===== config.mk =====
export PLATFORM = sky130hd
export DESIGN_NAME = lsu_mem_initiator
export DESIGN_NICKNAME = d
export VERILOG_FILES = /design/src/rtl/lsu_mem_initiator.sv
export SDC_FILE = /design/constraint.sdc
export NUM_CORES = 1
export LEC_CHECK = 0
export CELL_PAD_IN_SITES_DETAIL_PLACEMENT = 1
export CELL_PAD_IN_SITES_GLOBAL_PLACEMENT = 2
export CORE_ASPECT_RATIO = 1.1
export CORE_UTILIZATION = 24
export CTS_BUF_LIST = sky130_fd_sc_hd__clkbuf_2 sky130_fd_sc_hd__clkbuf_4 sky130_fd_sc_hd__clkbuf_8
export DETAILED_ROUTE_END_ITERATION = 12
export PLACE_DENSITY = 0.78
export REMOVE_ABC_BUFFERS = 1
export SYNTH_ARGS = -nofsm -noshare
export SYNTH_HDL_FRONTEND = slang
export SYNTH_SLANG_ARGS = --single-unit

===== constraint.sdc =====
create_clock -name clk -period 2.8 [get_ports clk]
set_clock_uncertainty 0.1 [all_clocks]
set_input_delay 0.28 -clock clk [delete_from_list [all_inputs] [get_ports clk]]
set_output_delay 0.28 -clock clk [all_outputs]
set_load 0.01 [all_outputs]

===== src/rtl/lsu_mem_initiator.sv =====
// lsu_mem_initiator: RV32I load/store initiator for one data RAM port.
// One request in flight; lane masking on stores, extension on loads.
module lsu_mem_initiator #(
  parameter int DEPTH  = 8192,
  parameter int ADDR_W = $clog2(DEPTH) + 2
) (
  input  logic              clk,
  input  logic              rstf,
  input  logic              t_req_valid,
  output logic              t_req_ready,
  input  logic              t_req_we,
  input  logic [2:0]        t_req_funct3,
  input  logic [31:0]       t_req_addr,
  input  logic [31:0]       t_req_wdata,
  input  logic [4:0]        t_req_rd,
  output logic              i_rsp_valid,
  input  logic              i_rsp_ready,
  output logic [31:0]       i_rsp_data,
  output logic [4:0]        i_rsp_rd,
  output logic              i_rsp_err,
  output logic              i_mem_valid,
  input  logic              i_mem_ready,
  output logic              i_mem_we,
  output logic [ADDR_W-1:0] i_mem_addr,
  output logic [31:0]       i_mem_data,
  output logic [3:0]        i_mem_mask,
  input  logic              t_mem_valid,
  output logic              t_mem_ready,
  input  logic [31:0]       t_mem_data
);

  typedef enum logic [1:0] {
    IDLE,
    REQ,
    WAIT,
    RESP
  } state_t;

  state_t state;
  state_t state_nx;

  logic [ADDR_W-1:0] addr_q;
  logic              we_q;
  logic [2:0]        f3_q;
  logic [31:0]       wdata_q;
  logic [4:0]        rd_q;
  logic [31:0]       data_q;
  logic              err_q;

  logic              illegal;
  logic              misal;
  logic              bad;
  logic [1:0]        off;
  logic [3:0]        mask_w;
  logic [31:0]       data_w;
  logic [7:0]        ld_byte;
  logic [15:0]       ld_half;
  logic [31:0]       ld_data;
  logic              in_req;
  logic              in_resp;
  logic              unused_addr;

  // Upper address bits wrap away; the RAM only sees ADDR_W bits.
  assign unused_addr = ^t_req_addr[31:ADDR_W];

  assign off     = addr_q[1:0];
  assign in_req  = (state == REQ);
  assign in_resp = (state == RESP);

  // Classify the incoming request: bad width code or misaligned address.
  always_comb begin
    illegal = 1'b0;
    misal   = 1'b0;
    unique case (t_req_funct3)
      3'd3, 3'd6, 3'd7: illegal = 1'b1;
      3'd1, 3'd5:       misal = t_req_addr[0];
      3'd2:             misal = |t_req_addr[1:0];
      default:          misal = 1'b0;
    endcase
    bad = illegal | misal;
  end

  // Store lane mask and replicated data from the captured request.
  always_comb begin
    mask_w = 4'b1111;
    data_w = wdata_q;
    unique case (f3_q[1:0])
      2'd0: begin
        mask_w = 4'b0001 << off;
        data_w = {4{wdata_q[7:0]}};
      end
      2'd1: begin
        mask_w = 4'b0011 << off;
        data_w = {2{wdata_q[15:0]}};
      end
      default: begin
        mask_w = 4'b1111;
        data_w = wdata_q;
      end
    endcase
  end

  // Pick the addressed byte/half from the returned word and extend it.
  always_comb begin
    ld_byte = 8'h00;
    unique case (off)
      2'd0: ld_byte = t_mem_data[7:0];
      2'd1: ld_byte = t_mem_data[15:8];
      2'd2: ld_byte = t_mem_data[23:16];
      default: ld_byte = t_mem_data[31:24];
    endcase
    ld_half = addr_q[1] ? t_mem_data[31:16] : t_mem_data[15:0];
    unique case (f3_q)
      3'd0: ld_data = {{24{ld_byte[7]}}, ld_byte};
      3'd1: ld_data = {{16{ld_half[15]}}, ld_half};
      3'd4: ld_data = {24'h0, ld_byte};
      3'd5: ld_data = {16'h0, ld_half};
      default: ld_data = t_mem_data;
    endcase
  end

  // Next-state logic for the single-outstanding request sequencer.
  always_comb begin
    state_nx = state;
    unique case (state)
      IDLE: if (t_req_valid) state_nx = bad ? RESP : REQ;
      REQ: if (i_mem_ready) state_nx = we_q ? RESP : WAIT;
      WAIT: if (t_mem_valid) state_nx = RESP;
      RESP: if (i_rsp_ready) state_nx = IDLE;
      default: state_nx = IDLE;
    endcase
  end

  // State register; reset aborts any access in progress.
  always_ff @(posedge clk or posedge rstf) begin
    if (rstf) state <= IDLE;
    else      state <= state_nx;
  end

  // Capture request fields on accept and load data on return.
  always_ff @(posedge clk or posedge rstf) begin
    if (rstf) begin
      addr_q  <= '0;
      we_q    <= 1'b0;
      f3_q    <= 3'd0;
      wdata_q <= 32'h0;
      rd_q    <= 5'd0;
      data_q  <= 32'h0;
      err_q   <= 1'b0;
    end else begin
      unique case (state)
        IDLE: if (t_req_valid) begin
          addr_q  <= t_req_addr[ADDR_W-1:0];
          we_q    <= t_req_we;
          f3_q    <= t_req_funct3;
          wdata_q <= t_req_wdata;
          rd_q    <= t_req_rd;
          data_q  <= 32'h0;
          err_q   <= bad;
        end
        WAIT: if (t_mem_valid) data_q <= ld_data;
        default: ;
      endcase
    end
  end

  assign t_req_ready = (state == IDLE) & ~rstf;
  assign t_mem_ready = 1'b1;

  assign i_mem_valid = in_req;
  assign i_mem_we    = in_req & we_q;
  assign i_mem_addr  = in_req ? addr_q : '0;
  assign i_mem_data  = (in_req & we_q) ? data_w : 32'h0;
  assign i_mem_mask  = (in_req & we_q) ? mask_w : 4'h0;

  assign i_rsp_valid = in_resp;
  assign i_rsp_data  = in_resp ? data_q : 32'h0;
  assign i_rsp_rd    = in_resp ? rd_q : 5'd0;
  assign i_rsp_err   = in_resp & err_q;

endmodule


==> metrics.txt, run 1 <==
status=finished, violations left; failing checks=design-rule violations; area of the mapped netlist=4910 µm²; DRT antenna net count=0; #FFs+latches synth=91; asr flop ratio synth=1.00; via count=4235; Slew Limit Fails=0; initial antenna violation count=0; DIE HEIGHT=152 µm; Psw=2.77 mW; clk_lat worst skew=0.37 ns; # port buffers=186; cells after synthesis=451; count of different cell masters after synthesis=40; RePlAce Congestion=0.761; number of synthesized flops with an enable pin=0; WHS=0.239 ns; area of the multi-input gates=2440 µm²; worst hold path type=input port to asynchronous set/reset pin; crit path cell chain=inv_1 -> ha_1 -> nand2_1 -> buf_4 -> a21oi_1 -> clkdlybuf4s50_1; commonest non-fill, non-tap cell in the layout=clkdlybuf4s50_1; final wirelength=16.3 mm; busiest layer in global routing=met2; switching power share of the total=0.393; wire per inst=18.5 µm; slowest stage cell, crit path=clkdlybuf4s50_1; worst slew pin tran=1.16 ns; most frequent cells in the layout=clkdlybuf4s50_1, dfrtp_1, mux2_2; fillers=2183; Slew headroom=0.227; FP Rows=54; Max stage delay on crit path=0.59 ns; main flop type after synthesis=dfrtp_1; Leakage=3.02 nW; Storage cell area=2280 µm²; required time of the critical path=2.42 ns; Area Growth Syn to Fin=48.6%; DP HPWL=11.8 mm; Seq pwr share=0.345; Num CTS Buffers=9; hold-fix buffers at CTS=0; # Max-Cap Violations=0; setup violators final=0; Starting Density=0.246; period utilization=0.930; Tot GR Track Use=0.157; syn_area_per_cell=10.9 µm²; maximum clock insertion buffer count=2; crit path DAT=2.22 ns; register area share after synthesis=0.464; vias in the first global route=4644; PwrDens=966 nW/µm²; TritonRoute pass-1 iters=9; Core Area=19900 µm²; n_diodes=0; CP Launch Type=flip-flop; Die ar.=21000 µm²; CP Capture Type=output pin; crit-path max FO=29; GR Layer Usage met3=0.0492; Post-CTS Setup Inserts=0; met1 GRT Util=0.188; Nets=744; critical path buffer and inverter count=3; WS Path Type=flip-flop to output pin; Tmin final=2.60 ns; fmax=0.384 GHz; Final Hold Viols=0; CTS tree=done; GR Util met2=0.266; num ports=205; vias per inst=4.79; DR DRC count=26; clk root buf=clkbuf_8; Die X=138 µm; share of cells above drive strength 1=0.160; CTS resizes=0; H-tree depth=3; top cell family by delay on the critical path=buffers and inverters; Comb power frac=0.512; Reg clk slew, reported paths=0.09 ns; yosys warns=0; clock sinks=91; TNS Setup=0 ns; unrepaired setup endpoints after global routing=false; largest net degree at the start of global routing=58; first-pass GRT wire length=25.9 mm; Iter 0 DRT Violations=135; grt ovf=0; FF-to-FF setup slack=0.44 ns; Peak VDD IR=0.000336 V; Pint=4.28 mW; clock share of power=0.143
-- metrics by stage --
step,area (µm²),worst slack [ns],power (mW),util,cells
2_1_floorplan,4740,0.0564,4.45,-,413
3_3_place_gp,7080,0.472,5.96,0.355,869
3_5_place_dp,7080,0.390,6.13,0.355,869
4_1_cts,7300,0.137,7.18,0.366,885
5_1_grt,7300,0.00142,7.59,0.366,885
6_report,7300,0.196,7.05,0.366,885
-- state kept, by name (all words and copies together) (netlist names) --
| signal | cells |
|---|---|
| rd_q | 5 |
| data_q | 32 |
| f3_q | 3 |
| addr_q | 15 |
| wdata_q | 32 |
| state | 2 |
| we_q | 1 |
| err_q | 1 |
-- area by class of cell --
class	instances	area share
well taps	252	0.0432
clock inverters	7	0.0125
multi-input cells	315	0.334
clock buffers	9	0.0170
inverters	7	0.00394
flip-flops and latches	91	0.312
repair buffers	204	0.277
-- logic make-up after synthesis --
| family | after synthesis | share of synthesized area |
|---|---|---|
| AO/OA/AOI/OAI | 89 | 0.147 |
| adder cells (fa/ha/maj) | 5 | 0.0127 |
| buffers and inverters | 45 | 0.0402 |
| flip-flops | 91 | 0.464 |
| multiplexers | 85 | 0.190 |
| other | 1 | 0.000763 |
| AND/OR/NAND/NOR | 135 | 0.146 |
-- synthesized netlist by cell type (2+ instances only) --
cell type,number,area share
ha_1,5,0.013
mux2_4,2,0.0061
a32o_1,9,0.018
dfrtp_1,91,0.46
inv_1,7,0.0053
mux2i_1,24,0.049
mux2_2,59,0.14
o21ai_0,11,0.011
o211ai_1,2,0.0031
o221ai_1,7,0.012
nor2b_1,4,0.0051
and3_1,9,0.011
buf_1,2,0.0015
buf_6,2,0.0046
nand2_1,13,0.0099
and2_1,53,0.067
a221o_1,22,0.045
a2111oi_0,6,0.011
a21oi_1,20,0.020
nor2_1,39,0.030
clkbuf_1,25,0.019
buf_2,8,0.0082
o31ai_1,3,0.0046
nand2b_1,12,0.015
-- metal layers --
metal | vias to the layer above | share of wire
met5 | - | 0
met4 | 0 | 0.016
met3 | 16 | 0.081
met2 | 143 | 0.49
met1 | 2111 | 0.41
li1 | 1965 | -
-- power by group through the flow --
stage | clock network, mW | registers, mW | logic (mW)
2_1_floorplan | 0 | 2.35 | 2.10
3_3_place_gp | 0 | 2.41 | 3.55
3_5_place_dp | 0 | 2.47 | 3.65
4_1_cts | 1.06 | 2.44 | 3.68
5_1_grt | 1.11 | 2.53 | 3.95
6_report | 1.01 | 2.44 | 3.61
-- path summary, 6_finish.rpt --
kind	from	endpoint	depth (start not counted)
min in group clk	data_q[10]	data_q[10]	1
setup / recovery	state[1]	i_mem_data[11]	6
hold / removal	rstf	rd_q[3]	2
setup reg to reg	state[0]	data_q[29]	6
max in group asynchronous	rstf	f3_q[1]	3
hold reg to reg	data_q[10]	data_q[10]	1
Power figures use the tool's default switching activity.
==> inputs of run 2 (changes only) <==
CORE_MARGIN = 2   (was not set)
==> metrics.txt, run 2 (same netlist as run 1, synthesis figures left out) <==
CP Launch Type=flip-flop (unchanged); Peak VDD IR=0.000327 V (was 0.000336 V); vias per inst=4.72 (was 4.79); DR DRC count=0 (was 26); clk_lat worst skew=0.38 ns (was 0.37 ns); hold-fix buffers at CTS=0 (unchanged); Post-CTS Setup Inserts=0 (unchanged); Psw=2.78 mW (was 2.77 mW); Slew headroom=0.262 (was 0.227); # Max-Cap Violations=0 (unchanged); first-pass GRT wire length=25.9 mm (about the same); Core Area=19900 µm² (unchanged); clock sinks=91 (unchanged); TritonRoute pass-1 iters=4 (was 9); PwrDens=963 nW/µm² (was 966 nW/µm²); grt ovf=0 (unchanged); area of the multi-input gates=2440 µm² (unchanged); RePlAce Congestion=0.739 (was 0.761); crit-path max FO=28 (was 29); Iter 0 DRT Violations=144 (was 135); Nets=744 (unchanged); FP Rows=54 (unchanged); unrepaired setup endpoints after global routing=false (unchanged); crit path DAT=2.24 ns (was 2.22 ns); Storage cell area=2280 µm² (unchanged); Slew Limit Fails=0 (unchanged); Area Growth Syn to Fin=48.6% (about the same); Num CTS Buffers=9 (unchanged); initial antenna violation count=2 (was 0); status=completed (was finished, violations left); maximum clock insertion buffer count=2 (unchanged); Tot Pwr=7.03 mW (was 7.05 mW); worst slew pin tran=1.10 ns (was 1.16 ns); Pint=4.25 mW (was 4.28 mW); Regs by FF count=data_q: 32 flops, wdata_q: 32 flops, addr_q: 15 flops (unchanged); period utilization=0.934 (was 0.930); fmax=0.382 GHz (was 0.384 GHz); via count=4184 (was 4235); Tmin final=2.62 ns (was 2.60 ns); CP Capture Type=output pin (unchanged); Final Hold Viols=0 (unchanged); commonest non-fill, non-tap cell in the layout=clkdlybuf4s50_1 (unchanged); H-tree depth=3 (unchanged); switching power share of the total=0.395 (was 0.393); final wirelength=16.6 mm (was 16.3 mm); clock share of power=0.134 (was 0.143); fillers=2196 (was 2183); Starting Density=0.246 (unchanged); CTS resizes=0 (unchanged); Die X=140 µm (was 138 µm); # port buffers=186 (unchanged); WS Path Type=flip-flop to output pin (unchanged); WHS=0.254 ns (was 0.239 ns); vias in the first global route=4634 (was 4644); CTS tree=done (unchanged); clk root buf=clkbuf_8 (unchanged); wire per inst=18.7 µm (was 18.5 µm); TNS Setup=0 ns (unchanged); DRT antenna net count=0 (unchanged); required time of the critical path=2.42 ns (about the same); most frequent cells in the layout=clkdlybuf4s50_1, dfrtp_1, mux2_2 (unchanged); Tot GR Track Use=0.153 (was 0.157); share of cells above drive strength 1=0.160 (unchanged); num ports=205 (unchanged); setup violators final=0 (unchanged); DP HPWL=12.1 mm (was 11.8 mm); Reg clk slew, reported paths=0.10 ns (was 0.09 ns); worst hold path type=input port to asynchronous set/reset pin (unchanged); Leakage=3.01 nW (was 3.02 nW); Seq pwr share=0.341 (was 0.345); Die ar.=21600 µm² (was 21000 µm²); DIE HEIGHT=154 µm (was 152 µm); largest net degree at the start of global routing=49 (was 58); Comb power frac=0.525 (was 0.512)
==> run 2: changes by cell type in the layout (fill, tap and decap cells not counted), sizes merged <==
cell and change:
bufinv -1, clkinv -1, clkbuf +1, diode +1, clkinvlp +1
==> run 2: final timing paths <==
check	cells past startpoint	to	startpoint	slack, ns
hold reg to reg	1	data_q[7]	data_q[7]	0.40
hold / removal	2	state[0]	rstf	0.25
setup reg to reg	6	data_q[18]	state[0]	0.41
setup / recovery	6	i_mem_data[9]	state[1]	0.18
max in group asynchronous	3	wdata_q[16]	rstf	1.67
min in group clk	1	data_q[7]	data_q[7]	0.40
==> run 2: power by group through the flow <==
stage	combinational, mW	sequential [mW]	clock [mW]
floorplan	2.10	2.35	0
global placement	3.62	2.38	0
detailed placement	3.72	2.44	0
CTS	3.75	2.41	0.981
global route	4.03	2.49	1.03
finish	3.69	2.40	0.943
==> run 2: critical path, stage by stage (launching register included) <==
cell,delay (ns)
dfrtp_1,0.44
inv_1,0.13
ha_1,0.18
nand2_1,0.07
buf_4,0.26
a21oi_1,0.20
clkdlybuf4s50_1,0.56
==> run 2: layout make-up <==
class	instances	area share
clock inverter	6	0.00874
clock buffer	10	0.0189
multi-input combinational	315	0.334
sequential	91	0.312
tap	252	0.0432
inverter	7	0.00394
antenna	1	0.000343
timing repair buffer	204	0.279
==> run 2: through the flow <==
stage               worst slack (ns)  std cells   util  area (µm²)
floorplan                     0.0564        413      -        4740
global placement               0.483        869  0.356        7100
detailed placement             0.406        869  0.356        7100
CTS                            0.142        885  0.366        7300
global route                  0.0536        885  0.366        7300
finish                         0.185        886  0.366        7300
==> run 2: per-layer routing <==
| layer | vias up | share of wire | global-route usage |
|---|---|---|---|
| li1 | 1975 | - | - |
| met1 | 2048 | 0.42 | 0.181 |
| met2 | 142 | 0.48 | 0.261 |
| met3 | 17 | 0.078 | 0.0508 |
| met4 | 2 | 0.013 | 0.0471 |
| met5 | - | 0.00078 | 0 |
==> inputs of run 3 (changes only) <==
CELL_PAD_IN_SITES_GLOBAL_PLACEMENT = 1   (was 2)
CORE_UTILIZATION = 30   (was 24)
==> metrics.txt, run 3 (same netlist as run 1, synthesis figures left out) <==
Reg clk slew, reported paths=0.08 ns (was 0.10 ns); via count=4234 (was 4184); DP HPWL=11.7 mm (was 12.1 mm); Post-Layout Inst Area=7220 µm² (was 7300 µm²); clk root buf=clkbuf_8 (unchanged); maximum clock insertion buffer count=2 (unchanged); # port buffers=186 (unchanged); share of cells above drive strength 1=0.160 (about the same); RePlAce Congestion=0.773 (was 0.739); initial antenna violation count=0 (was 2); unrepaired setup endpoints after global routing=false (unchanged); grt ovf=0 (unchanged); wire per inst=19.1 µm (was 18.7 µm); clock sinks=91 (unchanged); # Max-Cap Violations=0 (unchanged); Core Area=16200 µm² (was 19900 µm²); Tot GR Track Use=0.184 (was 0.153); Slew Limit Fails=0 (unchanged); crit path DAT=2.27 ns (was 2.24 ns); FP Rows=49 (was 54); fillers=1777 (was 2196); n_diodes=0 (was 1); Num CTS Buffers=9 (unchanged); period utilization=0.948 (was 0.934); first-pass GRT wire length=25.7 mm (was 25.9 mm); CTS tree=done (unchanged); crit-path max FO=15 (was 28); Die ar.=17400 µm² (was 21600 µm²); post-route insts no fill=836 (was 886); DR DRC count=0 (unchanged); Slew headroom=0.206 (was 0.262); Starting Density=0.303 (was 0.246); Final Util=0.446 (was 0.366); Post-Place Cell Area=7040 µm² (was 7100 µm²); CP Launch Type=flip-flop (unchanged); num ports=205 (unchanged); Post-CTS Setup Inserts=0 (unchanged); vias in the first global route=4751 (was 4634); DIE HEIGHT=138 µm (was 154 µm); Peak VDD IR=0.000407 V (was 0.000327 V); Iter 0 DRT Violations=204 (was 144); setup violators final=0 (unchanged); DRT antenna net count=0 (unchanged); WS Path Type=flip-flop to output pin (unchanged); Tmin final=2.65 ns (was 2.62 ns); CP Capture Type=output pin (unchanged); status=completed (unchanged); Regs by FF count=data_q: 32 flops, wdata_q: 32 flops, addr_q: 15 flops (unchanged); worst slew pin tran=1.19 ns (was 1.10 ns); H-tree depth=3 (unchanged); most frequent cells in the layout=clkdlybuf4s50_1, dfrtp_1, mux2_2 (unchanged); commonest non-fill, non-tap cell in the layout=clkdlybuf4s50_1 (unchanged); placed cell count=821 (was 869); vias per inst=5.06 (was 4.72); largest net degree at the start of global routing=62 (was 49); TritonRoute pass-1 iters=4 (unchanged); Die X=126 µm (was 140 µm); Nets=744 (unchanged); Area Growth Syn to Fin=47.0% (was 48.6%); WHS=0.186 ns (was 0.254 ns); TNS Setup=0 ns (unchanged); final wirelength=16.0 mm (was 16.6 mm); clk_lat worst skew=0.38 ns (about the same); required time of the critical path=2.42 ns (about the same); Final Hold Viols=0 (unchanged); worst hold path type=input port to asynchronous set/reset pin (unchanged); fmax=0.377 GHz (was 0.382 GHz); PwrDens=960 nW/µm² (was 963 nW/µm²); Leakage=3.01 nW (about the same)
[run 3: what timing repair did]
item / CTS / global route
endpoints found under the setup margin: 0 / 24
hold buffers: 0 / 0
resized for setup: 0 / 1
[run 3: worst max-delay path, stage by stage, from the launching register on]
cell and delay [ns]:
dfrtp_1 0.44, inv_1 0.13, ha_2 0.28, nand2_1 0.09, buf_4 0.21, a21oi_1 0.18
clkdlybuf4s50_1 0.57
[run 3: where the power goes]
group	switching [mW]	internal [mW]	leakage (nW)
Sequential	0.524	1.91	1.13
Combinational	1.73	1.90	1.78
Clock	0.476	0.399	0.0987
[run 3: metrics by stage]
step                setup slack [ns]  total power [mW]
finish                         0.146              6.93
global route                  0.0206              7.44
CTS                          0.00254              7.01
detailed placement             0.304              6.12
global placement               0.378              5.91
floorplan                     0.0564              4.45
[run 3: worst paths after layout]
kind / start / endpoint / slack, ns / depth (start not counted)
worst min-delay path: rstf / rd_q[2] / 0.19 / 2
worst max-delay path: state[1] / i_mem_data[10] / 0.15 / 6
max in group asynchronous: rstf / f3_q[1] / 1.69 / 3
min in group clk: data_q[8] / data_q[8] / 0.39 / 1
worst min register to register: data_q[8] / data_q[8] / 0.39 / 1
worst max register to register: f3_q[1] / data_q[25] / 0.27 / 3
[run 3: metal layers]
layer  up-vias  wire (µm)  global-route usage  part of all wire
met2       148       8140               0.317              0.51
li1       1965          -                   -                 -
met1      2101       6340               0.217              0.40
met4         0        307              0.0642             0.019
met3        20       1170              0.0550             0.073
met5         -          0                   0                 0
[run 3: layout make-up]
cell class,instances,area [µm²],share of cell area
Multi-Input combinational cell,315,2440,0.338
Inverter,7,28.8,0.00398
Timing Repair Buffer,204,2030,0.282
Tap cell,204,255,0.0353
Clock inverter,2,10.0,0.00139
Clock buffer,13,173,0.0239
Sequential cell,91,2280,0.315
